==> config.mk <==
export PLATFORM = sky130hd
export DESIGN_NAME = uart_frame_ctrl
export DESIGN_NICKNAME = d
export VERILOG_FILES = /design/src/rtl/uart_frame_pkg.sv /design/src/rtl/uart_frame_timeout.sv /design/src/rtl/uart_frame_ctrl.sv
export SDC_FILE = /design/constraint.sdc
export NUM_CORES = 1
export LEC_CHECK = 0
export CAP_MARGIN = 30
export CORE_AREA = 5 5 96 98
export DETAILED_ROUTE_END_ITERATION = 12
export DIE_AREA = 0 0 101 103
export PLACE_DENSITY = 0.77
export SETUP_SLACK_MARGIN = 0.02
export SLEW_MARGIN = 20
export SYNTH_ARGS = -nofsm -noshare
export SYNTH_HDL_FRONTEND = slang
export SYNTH_SLANG_ARGS = --single-unit
==> constraint.sdc <==
create_clock -name clk -period 3.15 [get_ports clk]
set_input_delay 0.4725 -clock clk [delete_from_list [all_inputs] [get_ports clk]]
set_output_delay 0.4725 -clock clk [all_outputs]
set_load 0.01 [all_outputs]
==> src/rtl/uart_frame_pkg.sv <==
// Shared types and constants for the UART frame controller.
// The DISCARD state exists only when UART_FRAME_ADDR_FILTER_EN is defined.
package uart_frame_pkg;

  typedef enum logic [2:0] {
    ST_IDLE,
    ST_ADDR,
    ST_LEN,
    ST_PAYLOAD,
    ST_CHK
`ifdef UART_FRAME_ADDR_FILTER_EN
    , ST_DISCARD
`endif
  } frame_state_t;

  localparam logic [1:0] ERR_LEN = 2'd1;
  localparam logic [1:0] ERR_CHK = 2'd2;
  localparam logic [1:0] ERR_TMO = 2'd3;

  localparam logic [7:0] BCAST_ADDR    = 8'hFF;
  localparam logic [7:0] SYNC_BYTE_DEF = 8'hA5;

endpackage

==> src/rtl/uart_frame_timeout.sv <==
// Inter-byte idle counter. Counts while enabled, saturates at LIMIT and
// flags expiry for as long as it sits there; a clear always wins.
module uart_frame_timeout #(
  parameter int LIMIT = 86800
) (
  input  logic clk,
  input  logic rst,
  input  logic clear,
  input  logic enable,
  output logic expire
);

  localparam int W = $clog2(LIMIT + 1);
  localparam logic [W-1:0] LIMIT_W = W'(LIMIT);
  localparam logic [W-1:0] ONE_W   = W'(1);

  logic [W-1:0] count;

  // Idle counter: clear has priority, otherwise count up to the limit and hold.
  always_ff @(posedge clk or posedge rst) begin
    if (rst) begin
      count <= '0;
    end else if (clear) begin
      count <= '0;
    end else if (enable && (count != LIMIT_W)) begin
      count <= count + ONE_W;
    end
  end

  assign expire = enable && (count == LIMIT_W);

endmodule

==> src/rtl/uart_frame_ctrl.sv <==
// Frame parser: SYNC, ADDR, LEN, payload, XOR checksum, with inter-byte timeout.
// Optional address filter enabled by defining UART_FRAME_ADDR_FILTER_EN.
module uart_frame_ctrl
  import uart_frame_pkg::*;
#(
  parameter logic [7:0] SYNC_BYTE      = SYNC_BYTE_DEF,
  parameter int         MAX_LEN        = 64,
  parameter int         TIMEOUT_CYCLES = 86800
`ifdef UART_FRAME_ADDR_FILTER_EN
  , parameter logic [7:0] MY_ADDR      = 8'h01
`endif
) (
  input  logic                       clk,
  input  logic                       rst,
  input  logic                       byte_valid,
  input  logic [7:0]                 byte_data,
  output logic                       wr_en,
  output logic [$clog2(MAX_LEN)-1:0] wr_addr,
  output logic [7:0]                 wr_data,
  output logic                       frame_done,
  output logic [7:0]                 frame_addr,
  output logic [7:0]                 frame_len,
  output logic                       frame_err,
  output logic [1:0]                 err_code,
  output logic                       busy
);

  localparam int         AW        = $clog2(MAX_LEN);
  localparam logic [7:0] MAX_LEN_B = MAX_LEN[7:0];

  frame_state_t state, state_n;

  logic [7:0]    addr_q, addr_n;
  logic [7:0]    len_q, len_n;
  logic [7:0]    chk, chk_n;
  logic [7:0]    idx, idx_n;
  logic          wr_en_n, done_n, err_n;
  logic [AW-1:0] wr_addr_n;
  logic [7:0]    wr_data_n, frame_addr_n, frame_len_n;
  logic [1:0]    err_code_n;
  logic          tmo_expire, tmo_clear;

  assign busy      = (state != ST_IDLE);
  assign tmo_clear = byte_valid || (state_n == ST_IDLE);

  uart_frame_timeout #(
    .LIMIT (TIMEOUT_CYCLES)
  ) u_timeout (
    .clk    (clk),
    .rst    (rst),
    .clear  (tmo_clear),
    .enable (busy),
    .expire (tmo_expire)
  );

  // State and all registered outputs update together from the next-state logic.
  always_ff @(posedge clk or posedge rst) begin
    if (rst) begin
      state      <= ST_IDLE;
      addr_q     <= '0;
      len_q      <= '0;
      chk        <= '0;
      idx        <= '0;
      wr_en      <= 1'b0;
      wr_addr    <= '0;
      wr_data    <= '0;
      frame_done <= 1'b0;
      frame_addr <= '0;
      frame_len  <= '0;
      frame_err  <= 1'b0;
      err_code   <= '0;
    end else begin
      state      <= state_n;
      addr_q     <= addr_n;
      len_q      <= len_n;
      chk        <= chk_n;
      idx        <= idx_n;
      wr_en      <= wr_en_n;
      wr_addr    <= wr_addr_n;
      wr_data    <= wr_data_n;
      frame_done <= done_n;
      frame_addr <= frame_addr_n;
      frame_len  <= frame_len_n;
      frame_err  <= err_n;
      err_code   <= err_code_n;
    end
  end

  // Next-state and output decode; a byte arriving on the expiry cycle wins.
  always_comb begin
    state_n      = state;
    addr_n       = addr_q;
    len_n        = len_q;
    chk_n        = chk;
    idx_n        = idx;
    wr_en_n      = 1'b0;
    wr_addr_n    = wr_addr;
    wr_data_n    = wr_data;
    done_n       = 1'b0;
    frame_addr_n = frame_addr;
    frame_len_n  = frame_len;
    err_n        = 1'b0;
    err_code_n   = err_code;

    if (byte_valid) begin
      case (state)
        ST_IDLE: begin
          if (byte_data == SYNC_BYTE) begin
            state_n = ST_ADDR;
            chk_n   = 8'h00;
          end
        end
        ST_ADDR: begin
          addr_n  = byte_data;
          chk_n   = byte_data;
          state_n = ST_LEN;
        end
        ST_LEN: begin
          len_n = byte_data;
          chk_n = chk ^ byte_data;
          idx_n = 8'h00;
          if (byte_data > MAX_LEN_B) begin
            err_n      = 1'b1;
            err_code_n = ERR_LEN;
            state_n    = ST_IDLE;
          end
`ifdef UART_FRAME_ADDR_FILTER_EN
          else if ((addr_q != MY_ADDR) && (addr_q != BCAST_ADDR)) begin
            state_n = ST_DISCARD;
          end
`endif
          else if (byte_data == 8'h00) begin
            state_n = ST_CHK;
          end else begin
            state_n = ST_PAYLOAD;
          end
        end
        ST_PAYLOAD: begin
          wr_en_n   = 1'b1;
          wr_addr_n = idx[AW-1:0];
          wr_data_n = byte_data;
          chk_n     = chk ^ byte_data;
          idx_n     = idx + 8'd1;
          if (idx == (len_q - 8'd1)) begin
            state_n = ST_CHK;
          end
        end
        ST_CHK: begin
          if (byte_data == chk) begin
            done_n       = 1'b1;
            frame_addr_n = addr_q;
            frame_len_n  = len_q;
          end else begin
            err_n      = 1'b1;
            err_code_n = ERR_CHK;
          end
          state_n = ST_IDLE;
        end
`ifdef UART_FRAME_ADDR_FILTER_EN
        ST_DISCARD: begin
          if (idx == len_q) begin
            state_n = ST_IDLE;
          end else begin
            idx_n = idx + 8'd1;
          end
        end
`endif
        default: state_n = ST_IDLE;
      endcase
    end else if (tmo_expire) begin
      err_n      = 1'b1;
      err_code_n = ERR_TMO;
      state_n    = ST_IDLE;
    end
  end

endmodule
==> results of run 1 <==
==> where the power goes <==
group / switching [uW] / internal [uW]
registers: 79.4 / 1180
logic: 137 / 143
clock network: 422 / 554
total: 638 / 1880
==> final timing paths <==
check | from | to
max | state[1] | busy
min | u_timeout.count[0] | u_timeout.count[0]
max reg2reg | u_timeout.count[0] | u_timeout.count[5]
min reg2reg | u_timeout.count[0] | u_timeout.count[0]
max in group asynchronous | rst | frame_addr[2]
min in group asynchronous | rst | wr_addr[4]
==> placed cells by master, fill, tap and decap left out, types with 2 or more instances in the layout <==
cell type,netlist,final
o21a_1,3,3
nand4b_1,2,2
clkdlybuf4s50_1,0,46
nor4_1,2,2
nand4_1,8,8
dfrtp_1,87,87
a21boi_0,2,2
nor3_1,9,9
ha_1,4,4
a22o_1,9,9
or3_1,6,6
nor2_1,26,26
bufinv_16,0,3
a21oi_1,11,11
o21ai_0,15,15
mux2i_1,17,17
xnor2_1,14,14
xor2_1,13,13
buf_4,1,7
o211a_1,2,2
nand3_1,8,8
mux2_2,43,43
and3_1,3,3
o22ai_1,2,2
nand2_1,34,34
clkbuf_8,0,10
inv_1,14,13
clkinvlp_4,0,2
o21ai_1,2,2
==> logic make-up (layout without fill, tap and decap cells) <==
logic type / count (synthesis) / after routing / share of synthesized area
xor gates and xnor gates: 27 / 27 / 0.0556
DFF: 87 / 87 / 0.512
and+or+nand+nor: 114 / 114 / 0.141
AOI/OAI and AO/OA: 57 / 57 / 0.0907
adders and majority gates: 4 / 4 / 0.0118
buffers and inverters: 36 / 86 / 0.0344
muxes: 60 / 60 / 0.154
==> cell usage after synthesis (all sizes together), types with 2 or more instances <==
cell type / instances
a22o: 9
o22ai: 2
xor2: 13
or3: 6
nand4b: 2
nor2: 26
a21boi: 2
or4b: 2
mux2i: 17
nor3: 10
dfrtp: 87
nand4: 8
nor4: 3
nand2: 34
a21oi: 12
o21ai: 17
o21a: 3
ha: 4
inv: 14
mux2: 43
xnor2: 14
nand3: 8
and3: 3
o211a: 2
buf: 8
clkbuf: 13
==> per-stage QoR <==
step / setup WS (ns) / power, uW
2_1_floorplan: 0.427 / 1470
3_3_place_gp: 0.622 / 1540
3_5_place_dp: 0.586 / 1560
4_1_cts: 0.507 / 2520
5_1_grt: 0.336 / 2620
6_report: 0.527 / 2510
==> state kept, by name, indices dropped and copies added, names as in the netlist, 6 cells and up <==
name and count:
chk 8, frame_len 8, u_timeout.count 17, addr_q 8, frame_addr 8, wr_data 8
len_q 8, idx 8, wr_addr 6
==> cell type report <==
type,count,area (um2),share of cell area
inverter,15,57.6,0.0113
clock inverter,6,116,0.0229
clock buffer,10,138,0.0270
multi-input combinational,262,1930,0.379
tap,108,135,0.0266
sequential,87,2180,0.428
timing repair buffer,55,538,0.106
==> routing by layer <==
| metal | part of all wire | vias up | global-route usage | wire length (um) |
|---|---|---|---|---|
| met5 | 0 | - | 0 | 0 |
| met4 | 0.023 | 0 | 0.100 | 219 |
| met3 | 0.038 | 14 | 0.0433 | 360 |
| met2 | 0.50 | 65 | 0.321 | 4760 |
| met1 | 0.43 | 1545 | 0.251 | 4100 |
| li1 | - | 1455 | - | - |
==> out/qor.csv, run 1 <==
metric;value;unit
DRT Wirelength;9430;um
pwr/cell area;494;nW/um2
Synth Cell Area;4250;um2
Post-CTS Setup Inserts;0;
GR Overflow Total;0;
R2R Setup Slk;0.84;ns
Crit. path cell count;3;
Mapped Nets;400;
clk_lat worst skew;0.37;ns
CTS clk-pin slew, worst paths;0.09;ns
CTS sink count;87;
initial antenna violation count;0;
number of global-route vias before repair;3140;
first-pass GRT wire length;15800;um
max incr delay on CP;0.58;ns
CP Data Required Time;2.68;ns
Worst-Margin Slew;0.760;ns
CP Class;reg2out;
routed vias;3079;
final-report hold violation count;0;
top-area cell type share of the netlist area;0.512;
final setup violation count;0;
final hold slack;0.485;ns
GPL Wtd Cong;0.781;
crit path time final;2.62;ns
Yosys top cell by area;dfrtp_1;
count of pins over their slew limit;0;
Hold Path Cell Cnt;1;
worst hold path class;reg2reg;
core area;8380;um2
sequential-to-total area share from yosys stat;0.512;
Die X;101;um
Clk Tree Root Cell;clkbuf_8;
Die Y;103;um
Residual DRC;0;
drt via density;5.67;
largest net degree at the start of global routing;46;
WP data arrival;2.15;ns
initial drt markers;165;
Total Neg Setup Slack;0;ns
Fmax achieved;0.381;GHz
Top FF cell, synth;dfrtp_1;
CP Max Fanout;16;
clock tree buffer depth;2;
CP cell instances;nor3_1, inv_1, clkdlybuf4s50_1;
Area Growth Syn to Fin;19.7;%
CTS H-tree depth;3;
worst path bufs/invs;2;
post-DP HPWL;6500;um
Synth area leaders;dfrtp_1 51%, mux2_2 11%, mux2i_1 4.0%;
skew final;0.0118;ns
CTS Buf Count;9;
Hold Buf Count CTS;0;
Avg Cell Area, Syn;11.0;um2
Synth async-reset ratio;1.00;
post-CTS sizing;0;
Slew HR;0.493;
Port Buf Inserts;46;
Crit path max-delay family;buffers and inverters;
Initial DRT Pass Iterations;4;
Yosys warning count;0;
outcome;completed;
fin area;5090;um2
Netlist cell types;56;
total die area;10400;um2
cell row count;34;
nets;445;
non-filler cells, final;543;
Peak supply drop;0.000227;V
DRT antenna net count;0;
placed insts;526;
# diodes;0;
crit end category;output pin;
final design utilization;0.607;
share of cells above drive strength 1;0.179;
Filler cells;681;
Initial Util;0.507;
leakage power;0.00228;uW
Yosys reg bits;87;
Placement Cell Area;4830;um2
final worst-path cycle share;0.833;
CTS tree;built;
io pins;47;
GRT Overall Usage;0.198;
CP max-delay cell;nor3_1;
routed len/inst;17.4;um
Critical Path Source Type;flop;
EDFF count, synth;0;
Max Cap Viol;0;
Syn Inst Count;385;
unrepaired setup endpoints after global routing;false;
cells on worst reg2reg path;6;
No activity file was read; power rests on OpenSTA's default activity.
==> run 2: changes to the inputs <==
clock period = 2.6 ns   (was 3.15 ns; I/O delays follow)
==> run 2 against run 1 <==
Net effect: sequential share of layout area fell by 1.0 points; sequential power rose by 21%; non-clock buffer count rose by 16; final area rose by 2.5%; clock-buffer cell count rose by 2; global-route usage fell by 0.40 points; flip-flop and latch count did not move; utilization rose by 1.5 points; worst setup slack got worse by 0.19 ns; total power rose by 18%; critical path depth did not move; register-to-register slack got worse by 0.39 ns; critical endpoint unchanged; highest routed layer unchanged.
==> out/qor.csv, run 2 (same netlist as run 1, synthesis figures left out) <==
metric;value;unit
Die Y;103;um
CP cell instances;nor3_1, inv_1, clkdlybuf4s50_1;
CTS tree;built;
total power;2970;uW
outcome;completed;
Residual DRC;0;
clock network power share;0.366;
worst hold path class;in2async;
share of cells above drive strength 1;0.207;
WP data arrival;1.87;ns
Worst-Margin Slew;0.684;ns
Initial DRT Pass Iterations;4;
Total Neg Setup Slack;0;ns
GRT Overall Usage;0.194;
routed vias;3130;
Max Cap Viol;0;
routed len/inst;17.1;um
drt via density;5.61;
number of global-route vias before repair;3158;
skew final;0.00940;ns
clock tree buffer depth;2;
# diodes;0;
post-CTS sizing;0;
CTS sink count;87;
total die area;10400;um2
CTS clk-pin slew, worst paths;0.08;ns
final worst-path cycle share;0.870;
DRT antenna net count;0;
core area;8380;um2
crit end category;output pin;
crit path time final;2.26;ns
Fmax achieved;0.442;GHz
Peak supply drop;0.000294;V
switching power;737;uW
pwr/cell area;569;nW/um2
Slew HR;0.543;
post-DP HPWL;6730;um
io pins;47;
switch share;0.248;
GR Overflow Total;0;
CTS Buf Count;9;
Initial Util;0.507;
CP Data Required Time;2.21;ns
CP Class;reg2out;
initial antenna violation count;0;
count of pins over their slew limit;0;
GPL Wtd Cong;0.888;
initial drt markers;202;
Int Pwr;2230;uW
Crit path max-delay family;buffers and inverters;
DRT Wirelength;9520;um
max reg flops;17;
Flop pwr share;0.512;
Die X;101;um
max incr delay on CP;0.58;ns
cell row count;34;
CTS H-tree depth;3;
leakage power;0.00236;uW
unrepaired setup endpoints after global routing;false;
Post-CTS Setup Inserts;0;
first-pass GRT wire length;15600;um
nets;461;
Logic pwr share;0.122;
most frequent cells in the layout;87 x dfrtp_1, 46 x clkdlybuf4s50_1, 43 x mux2_2;
CP Max Fanout;16;
final setup violation count;0;
final-report hold violation count;0;
CP max-delay cell;dfrtp_1;
Critical Path Source Type;flop;
Top reg by flops;u_timeout.count;
Hold Buf Count CTS;0;
worst path bufs/invs;2;
most common cell after layout, fill and taps aside;dfrtp_1;
Port Buf Inserts;46;
Area Growth Syn to Fin;22.7;%
clk_lat worst skew;0.36;ns
largest net degree at the start of global routing;33;
Clk Tree Root Cell;clkbuf_8;
run 2: final cells by class:
cell class / count / area (um2)
Sequential cell: 87 / 2180
Clock buffer: 12 / 165
Timing Repair Buffer: 71 / 686
Tap cell: 108 / 135
Clock inverter: 3 / 65.1
Inverter: 15 / 60.1
Fill cell: 688 / 3170
Multi-Input combinational cell: 262 / 1930
run 2: through the flow:
| step | hold slack, ns | util | instance area [um2] | setup slack (ns) | instances |
|---|---|---|---|---|---|
| floorplan | 0.451 | - | 4250 | 0.553 | 385 |
| global placement | 0.460 | 0.595 | 4980 | 0.326 | 543 |
| detailed placement | 0.472 | 0.595 | 4980 | 0.279 | 543 |
| CTS | 0.486 | 0.622 | 5220 | 0.340 | 558 |
| global route | 0.514 | 0.622 | 5220 | 0.246 | 558 |
| finish | 0.477 | 0.622 | 5220 | 0.338 | 558 |
run 2: power groups by stage:
stage / registers (uW) / logic, uW / clock network, uW
floorplan: 1520 / 257 / 0
global placement: 1540 / 348 / 0
detailed placement: 1540 / 361 / 0
CTS: 1520 / 365 / 1110
global route: 1530 / 399 / 1170
finish: 1520 / 363 / 1090
run 2: path summary, 6_finish.rpt:
| check | start | to | slack [ns] | cells after the start |
|---|---|---|---|---|
| worst max-delay path | state[1] | busy | 0.34 | 3 |
| worst min-delay path | rst | wr_addr[3] | 0.48 | 2 |
| worst max register to register | state[1] | u_timeout.count[11] | 0.45 | 6 |
| worst min register to register | wr_addr[5] | wr_addr[5] | 0.48 | 2 |
| max in group asynchronous | rst | wr_data[1] | 1.55 | 3 |
| min in group clk | wr_addr[5] | wr_addr[5] | 0.48 | 2 |
run 2: layer usage:
| metal | up-vias | share of wire | track usage |
|---|---|---|---|
| met4 | 0 | 0.015 | 0.0736 |
| li1 | 1478 | - | - |
| met3 | 12 | 0.037 | 0.0392 |
| met2 | 61 | 0.49 | 0.319 |
| met5 | - | 0 | 0 |
| met1 | 1579 | 0.45 | 0.254 |
==> run 3: changes to the inputs <==
SLEW_MARGIN = 40   (was 20)
==> results of run 3 <==
No change in the layout: final DEF, timing and power equal those of run 2.
